--- src/rtl/alu_ctrl_seq.sv ---
// alu_ctrl_seq: registered ALU control decode with a valid/ready handshake.
// Single-cycle ops reach the output on the edge that accepts them. M-extension
// ops hold back-pressure until their MUL/DIV latency has elapsed.
module alu_ctrl_seq #(
  parameter int unsigned CTRL_W   = 5,
  parameter bit          ENABLE_M = 1'b1,
  parameter int unsigned MUL_LAT  = 3,
  parameter int unsigned DIV_LAT  = 8
) (
  input  logic              clk,
  input  logic              rst,
  input  logic              in_valid,
  output logic              in_ready,
  input  logic [1:0]        ALUOp,
  input  logic [6:0]        op,
  input  logic [2:0]        funct3,
  input  logic [6:0]        funct7,
  input  logic              flush,
  output logic              out_valid,
  input  logic              out_ready,
  output logic [CTRL_W-1:0] ALUControl,
  output logic              illegal,
  output logic              mdu_start,
  output logic              mdu_abort
);

  localparam int unsigned MAX_LAT = (MUL_LAT > DIV_LAT) ? MUL_LAT : DIV_LAT;
  localparam int unsigned CNT_W   = $clog2(MAX_LAT + 1);
  localparam int unsigned CODE_W  = 5;

  localparam logic [CODE_W-1:0] C_ADD  = 5'd0;
  localparam logic [CODE_W-1:0] C_SUB  = 5'd1;
  localparam logic [CODE_W-1:0] C_AND  = 5'd2;
  localparam logic [CODE_W-1:0] C_OR   = 5'd3;
  localparam logic [CODE_W-1:0] C_XOR  = 5'd4;
  localparam logic [CODE_W-1:0] C_SLT  = 5'd5;
  localparam logic [CODE_W-1:0] C_SLL  = 5'd6;
  localparam logic [CODE_W-1:0] C_SRL  = 5'd7;
  localparam logic [CODE_W-1:0] C_SRA  = 5'd8;
  localparam logic [CODE_W-1:0] C_SLTU = 5'd9;

  typedef enum logic [1:0] {
    IDLE = 2'd0,
    HOLD = 2'd1,
    WAIT = 2'd2
  } state_t;

  state_t            state;
  logic [CNT_W-1:0]  cnt;

  logic [CODE_W-1:0] dec_code;
  logic              dec_illegal;
  logic              dec_m;
  logic [CNT_W-1:0]  dec_lat_m1;
  logic              m_sel;
  logic              f7_base;
  logic              accept;

  // Only op[5] distinguishes R-type from I-type; the rest of the opcode is decoded upstream.
  logic unused_op;
  assign unused_op = ^{op[6], op[4:0]};

  assign m_sel   = ENABLE_M && op[5] && (funct7 == 7'b0000001);
  assign f7_base = (funct7 == 7'b0000000) || (funct7 == 7'b0100000);

  // Combinational decode of the incoming fields into an operation code.
  always_comb begin
    dec_code    = C_ADD;
    dec_illegal = 1'b0;
    dec_m       = 1'b0;
    case (ALUOp)
      2'b00: dec_code = C_ADD;
      2'b01: begin
        case (funct3)
          3'b000, 3'b001: dec_code = C_SUB;
          3'b100, 3'b101: dec_code = C_SLT;
          3'b110, 3'b111: dec_code = C_SLTU;
          default: begin
            dec_code    = C_SUB;
            dec_illegal = 1'b1;
          end
        endcase
      end
      2'b10: begin
        if (m_sel) begin
          dec_code = {2'b10, funct3};
          dec_m    = 1'b1;
        end else if (op[5] && !f7_base) begin
          dec_code    = C_ADD;
          dec_illegal = 1'b1;
        end else begin
          case (funct3)
            3'b000:  dec_code = (op[5] && funct7[5]) ? C_SUB : C_ADD;
            3'b001:  dec_code = C_SLL;
            3'b010:  dec_code = C_SLT;
            3'b011:  dec_code = C_SLTU;
            3'b100:  dec_code = C_XOR;
            3'b101:  dec_code = funct7[5] ? C_SRA : C_SRL;
            3'b110:  dec_code = C_OR;
            default: dec_code = C_AND;
          endcase
        end
      end
      default: begin
        dec_code    = C_ADD;
        dec_illegal = 1'b1;
      end
    endcase
  end

  // Remaining WAIT cycles after accept: DIV group has funct3[2] set.
  assign dec_lat_m1 = funct3[2] ? CNT_W'(DIV_LAT - 1) : CNT_W'(MUL_LAT - 1);

  // Flush blocks acceptance in the same cycle it kills the pending op.
  assign in_ready = !flush && ((state == IDLE) || ((state == HOLD) && out_ready));
  assign accept   = in_valid && in_ready;

  // Sequencer: state, latency counter and registered outputs.
  always_ff @(posedge clk or negedge rst) begin
    if (!rst) begin
      state      <= IDLE;
      cnt        <= '0;
      out_valid  <= 1'b0;
      ALUControl <= '0;
      illegal    <= 1'b0;
      mdu_start  <= 1'b0;
      mdu_abort  <= 1'b0;
    end else begin
      mdu_start <= 1'b0;
      mdu_abort <= 1'b0;
      if (flush) begin
        state     <= IDLE;
        cnt       <= '0;
        out_valid <= 1'b0;
        mdu_abort <= (state == WAIT);
      end else if (accept) begin
        ALUControl <= CTRL_W'(dec_code);
        illegal    <= dec_illegal;
        mdu_start  <= dec_m;
        if (dec_m && (dec_lat_m1 != '0)) begin
          state     <= WAIT;
          cnt       <= dec_lat_m1;
          out_valid <= 1'b0;
        end else begin
          state     <= HOLD;
          cnt       <= '0;
          out_valid <= 1'b1;
        end
      end else begin
        case (state)
          HOLD: begin
            if (out_ready) begin
              state     <= IDLE;
              out_valid <= 1'b0;
            end
          end
          WAIT: begin
            if (cnt == CNT_W'(1)) begin
              state     <= HOLD;
              cnt       <= '0;
              out_valid <= 1'b1;
            end else begin
              cnt <= cnt - CNT_W'(1);
            end
          end
          default: begin
            state <= IDLE;
            cnt   <= '0;
          end
        endcase
      end
    end
  end

endmodule

--- config.mk ---
export PLATFORM = sky130hd
export DESIGN_NAME = alu_ctrl_seq
export DESIGN_NICKNAME = d
export VERILOG_FILES = /design/src/rtl/alu_ctrl_seq.sv
export SDC_FILE = /design/constraint.sdc
export NUM_CORES = 1
export LEC_CHECK = 0
export ABC_AREA = 0
export BUFFER_PORTS_ARGS = -buffer_cell sky130_fd_sc_hd__buf_2
export CORE_MARGIN = 3
export CORE_UTILIZATION = 30
export CTS_BUF_LIST = sky130_fd_sc_hd__clkbuf_2
export DETAILED_ROUTE_END_ITERATION = 8
export MAX_ROUTING_LAYER = met4
export PLACE_DENSITY = 0.55
export SYNTH_ARGS = -nofsm -noshare
export SYNTH_HDL_FRONTEND = slang
export SYNTH_SLANG_ARGS = --single-unit
--- constraint.sdc ---
create_clock -name clk -period 2.5 [get_ports clk]
set_input_delay 0.25 -clock clk [delete_from_list [all_inputs] [get_ports clk]]
set_output_delay 0.25 -clock clk [all_outputs]
set_load 0.005 [all_outputs]
==> key figures <==
Outcome
  – Run status: finished clean

Min path
  – Hold crit path type: in2reg

Logic synthesis
  – Synthesis warning total: 0
  – Synth Area in Compound Gates: 0.217
  – Dominant synthesized flop cell: dfrtp_1
  – Sequential area share after synthesis: 0.337
  – Syn avg cell area: 9.77 um^2
  – Post-synthesis register bit count: 15
  – Syn nets: 146
  – Synthesized cell area: 1110 um^2
  – Async S/R FF share, synth: 1.00
  – Largest family of logic cells by synthesized area: simple AND/OR/NAND/NOR gates
  – Mapped Cells: 114
  – Fraction of the mapped netlist area in adder cells: 0.0899
  – Count of different cell masters after synthesis: 49
  – Multiplexer share of the synthesized area: 0
  – Post-synthesis xor/xnor area fraction: 0
  – Post-synthesis simple-gate area fraction: 0.287
  – EDFF count, synth: 0

Global route
  – Total Routing Usage GR: 0.124
  – Largest net degree at the start of global routing: 16
  – Vias in the first global route: 938
  – Grt ovf: 0
  – First-pass GRT wire length: 4040 um
  – Initial antenna violation count: 0

Run
  – Maxcap violations: 0

Floorplan
  – Starting Density: 0.324
  – I/O pin count: 34
  – Die Area: 4480 um^2
  – Die W: 66.9 um
  – Die height: 66.9 um
  – Core ar.: 3440 um^2
  – Row cnt: 21

Power
  – Pleak: 0.635 nW
  – Max VDD drop: 0.131 mV
  – PwrDens: 376 nW/um^2
  – Tot Pwr: 485 uW

Clocking
  – Worst-skew pair later-pin latency: 0.28 ns
  – H-tree depth: 1
  – Total CTS buffers: 3
  – Gates resized, CTS repair: 0
  – Clk slew on worst S/H paths: 0.15 ns
  – Root buffer cell: clkbuf_2
  – CTS tree: yes
  – Clk sink count: 15
  – CTS max path bufs: 2

Placement
  – HPWL after DPL: 1930 um
  – Port Buffers: 27
  – GP Congestion: 0.783

Drt
  – Via Count: 950
  – Wirelength, routed: 2450 um
  – DR pass1 iterations: 4
  – Detail Route Antenna Nets: 0
  – WL/cell: 13.1 um
  – DR iter-0 viols: 42
  – # DRC: 0
  – Vias per cell: 5.08

Timing
  – Layout Skew: 0.00730 ns
  – Number of hold violations in the final report: 0
  – RSZ-0062 raised after global routing: false
  – Min cycle time layout: 1.93 ns
  – Max Transition Viols Final: 0
  – Slew margin rel.: 0.692
  – Period Utilization, post-route: 0.772
  – Worst Tran Pin Value: 0.461 ns
  – Setup TNS: 0 ns
  – Maximum clock rate: 518 MHz
  – Setup violators final: 0

Final layout
  – Most common cell after layout, fill and taps aside: buf_2
  – Area Overhead vs Synth: 15.7%
  – Number of antenna diodes: 0
  – # fillers: 358
  – Most frequent cells in the layout: buf_2 (27), dfrtp_1 (15), inv_1 (8), ha_1 (8), nand2_1 (7)
  – Final #Nets: 174
  – Fraction of layout cells with a size suffix above 1: 0.326

Worst setup path
  – Max incr delay on CP: 0.41 ns
  – CP bufs+invs: 1
  – Crit end category: flop
  – Crit Path Max Fanout: 10
  – Crit path max-delay cell type: dfrtp_1
  – Crit path max-delay family: compound AO/OA/AOI/OAI gates
  – Arrival time at the worst endpoint: 2.11 ns
  – Crit path kind: reg2reg
  – Worst path required time: 2.68 ns
  – Critical-path cell list: inv_1 -> ha_1 -> a21o_2 -> and2_0 -> and2_2 -> a221o_1
  – Worst setup SP type: flop
==> layout make-up <==
type	count	area (um^2)	area share
flip-flops and latches	15	375	0.291
inverters	8	30.0	0.0233
repair buffers	28	145	0.113
multi-input cells	86	661	0.513
clock buffers	4	20.0	0.0155
well taps	46	57.6	0.0447
==> power by group <==
part / internal (mW) / switching, mW / total [mW]
Clock: 0.0424 / 0.0791 / 0.122
Combinational: 0.0463 / 0.0584 / 0.105
Sequential: 0.253 / 0.00575 / 0.259
==> synth_stat cells, types with 3 or more instances <==
| master | number | area, um^2 |
|---|---|---|
| inv_1 | 8 | 30.0 |
| ha_1 | 8 | 100 |
| and3_1 | 3 | 18.8 |
| nand2_1 | 7 | 26.3 |
| nor2b_1 | 3 | 18.8 |
| dfrtp_1 | 15 | 375 |
| nand3_1 | 6 | 30.0 |
| nand2b_1 | 4 | 25.0 |
| a21oi_1 | 6 | 30.0 |
==> through the flow <==
| stage | std cells | instance area [um^2] | hold slack, ns | setup WS [ns] | util |
|---|---|---|---|---|---|
| after floorplan | 114 | 1110 | -0.0456 | 0.693 | - |
| after global routing | 187 | 1290 | 0.200 | 0.441 | 0.374 |
| after detailed placement | 182 | 1260 | 0.177 | 0.589 | 0.366 |
| after CTS | 187 | 1290 | 0.194 | 0.572 | 0.374 |
| after global placement | 182 | 1260 | 0.174 | 0.622 | 0.366 |
| final | 187 | 1290 | 0.210 | 0.571 | 0.374 |
==> final timing paths <==
check,end,cells past startpoint,startpoint,slack (ns)
min in group asynchronous,out_valid$_DFFE_PN0P_,2,rst,0.37
setup reg to reg,ALUControl[1]$_DFFE_PN0P_,6,state[1]$_DFFE_PN0P_,0.57
hold reg to reg,ALUControl[4]$_DFFE_PN0P_,1,ALUControl[4]$_DFFE_PN0P_,0.50
hold / removal,mdu_abort$_DFF_PN0_,2,flush,0.21
setup / recovery,ALUControl[1]$_DFFE_PN0P_,6,state[1]$_DFFE_PN0P_,0.57
max in group asynchronous,ALUControl[1]$_DFFE_PN0P_,2,rst,1.87
==> worst register-to-register path: cells and delay by family, from the launching register on <==
family          cells  cell delay, ns
simple gates        2            0.48
fa+ha+maj           1            0.29
flops               1            0.41
buf+inv             1            0.07
compound gates      2            0.57
==> what timing repair did <==
action / in CTS / in global routing
buffers inserted: 0 / 0
hold endpoints to repair: 15 / 0
endpoints found under the setup margin: 0 / 0
hold buffers: 1 / 0
==> sequential cells by signal, indices dropped and copies added (netlist names) <==
signal,flops
mdu_abort,1
state,2
ALUControl,5
out_valid,1
illegal,1
cnt,4
mdu_start,1
==> kinds of logic after synthesis <==
group           count (synthesis)
fa+ha+maj                       8
simple gates                   47
flops                          15
buf+inv                        13
compound gates                 31
==> metal layers <==
| layer | share of wire | GRT usage | vias up |
|---|---|---|---|
| li1 | - | - | 474 |
| met1 | 0.45 | 0.144 | 442 |
| met2 | 0.48 | 0.204 | 28 |
| met3 | 0.042 | 0.0135 | 6 |
| met4 | 0.025 | 0.0759 | 0 |
| met5 | 0 | - | - |
Note: power is estimated with default switching activity, not from simulation.
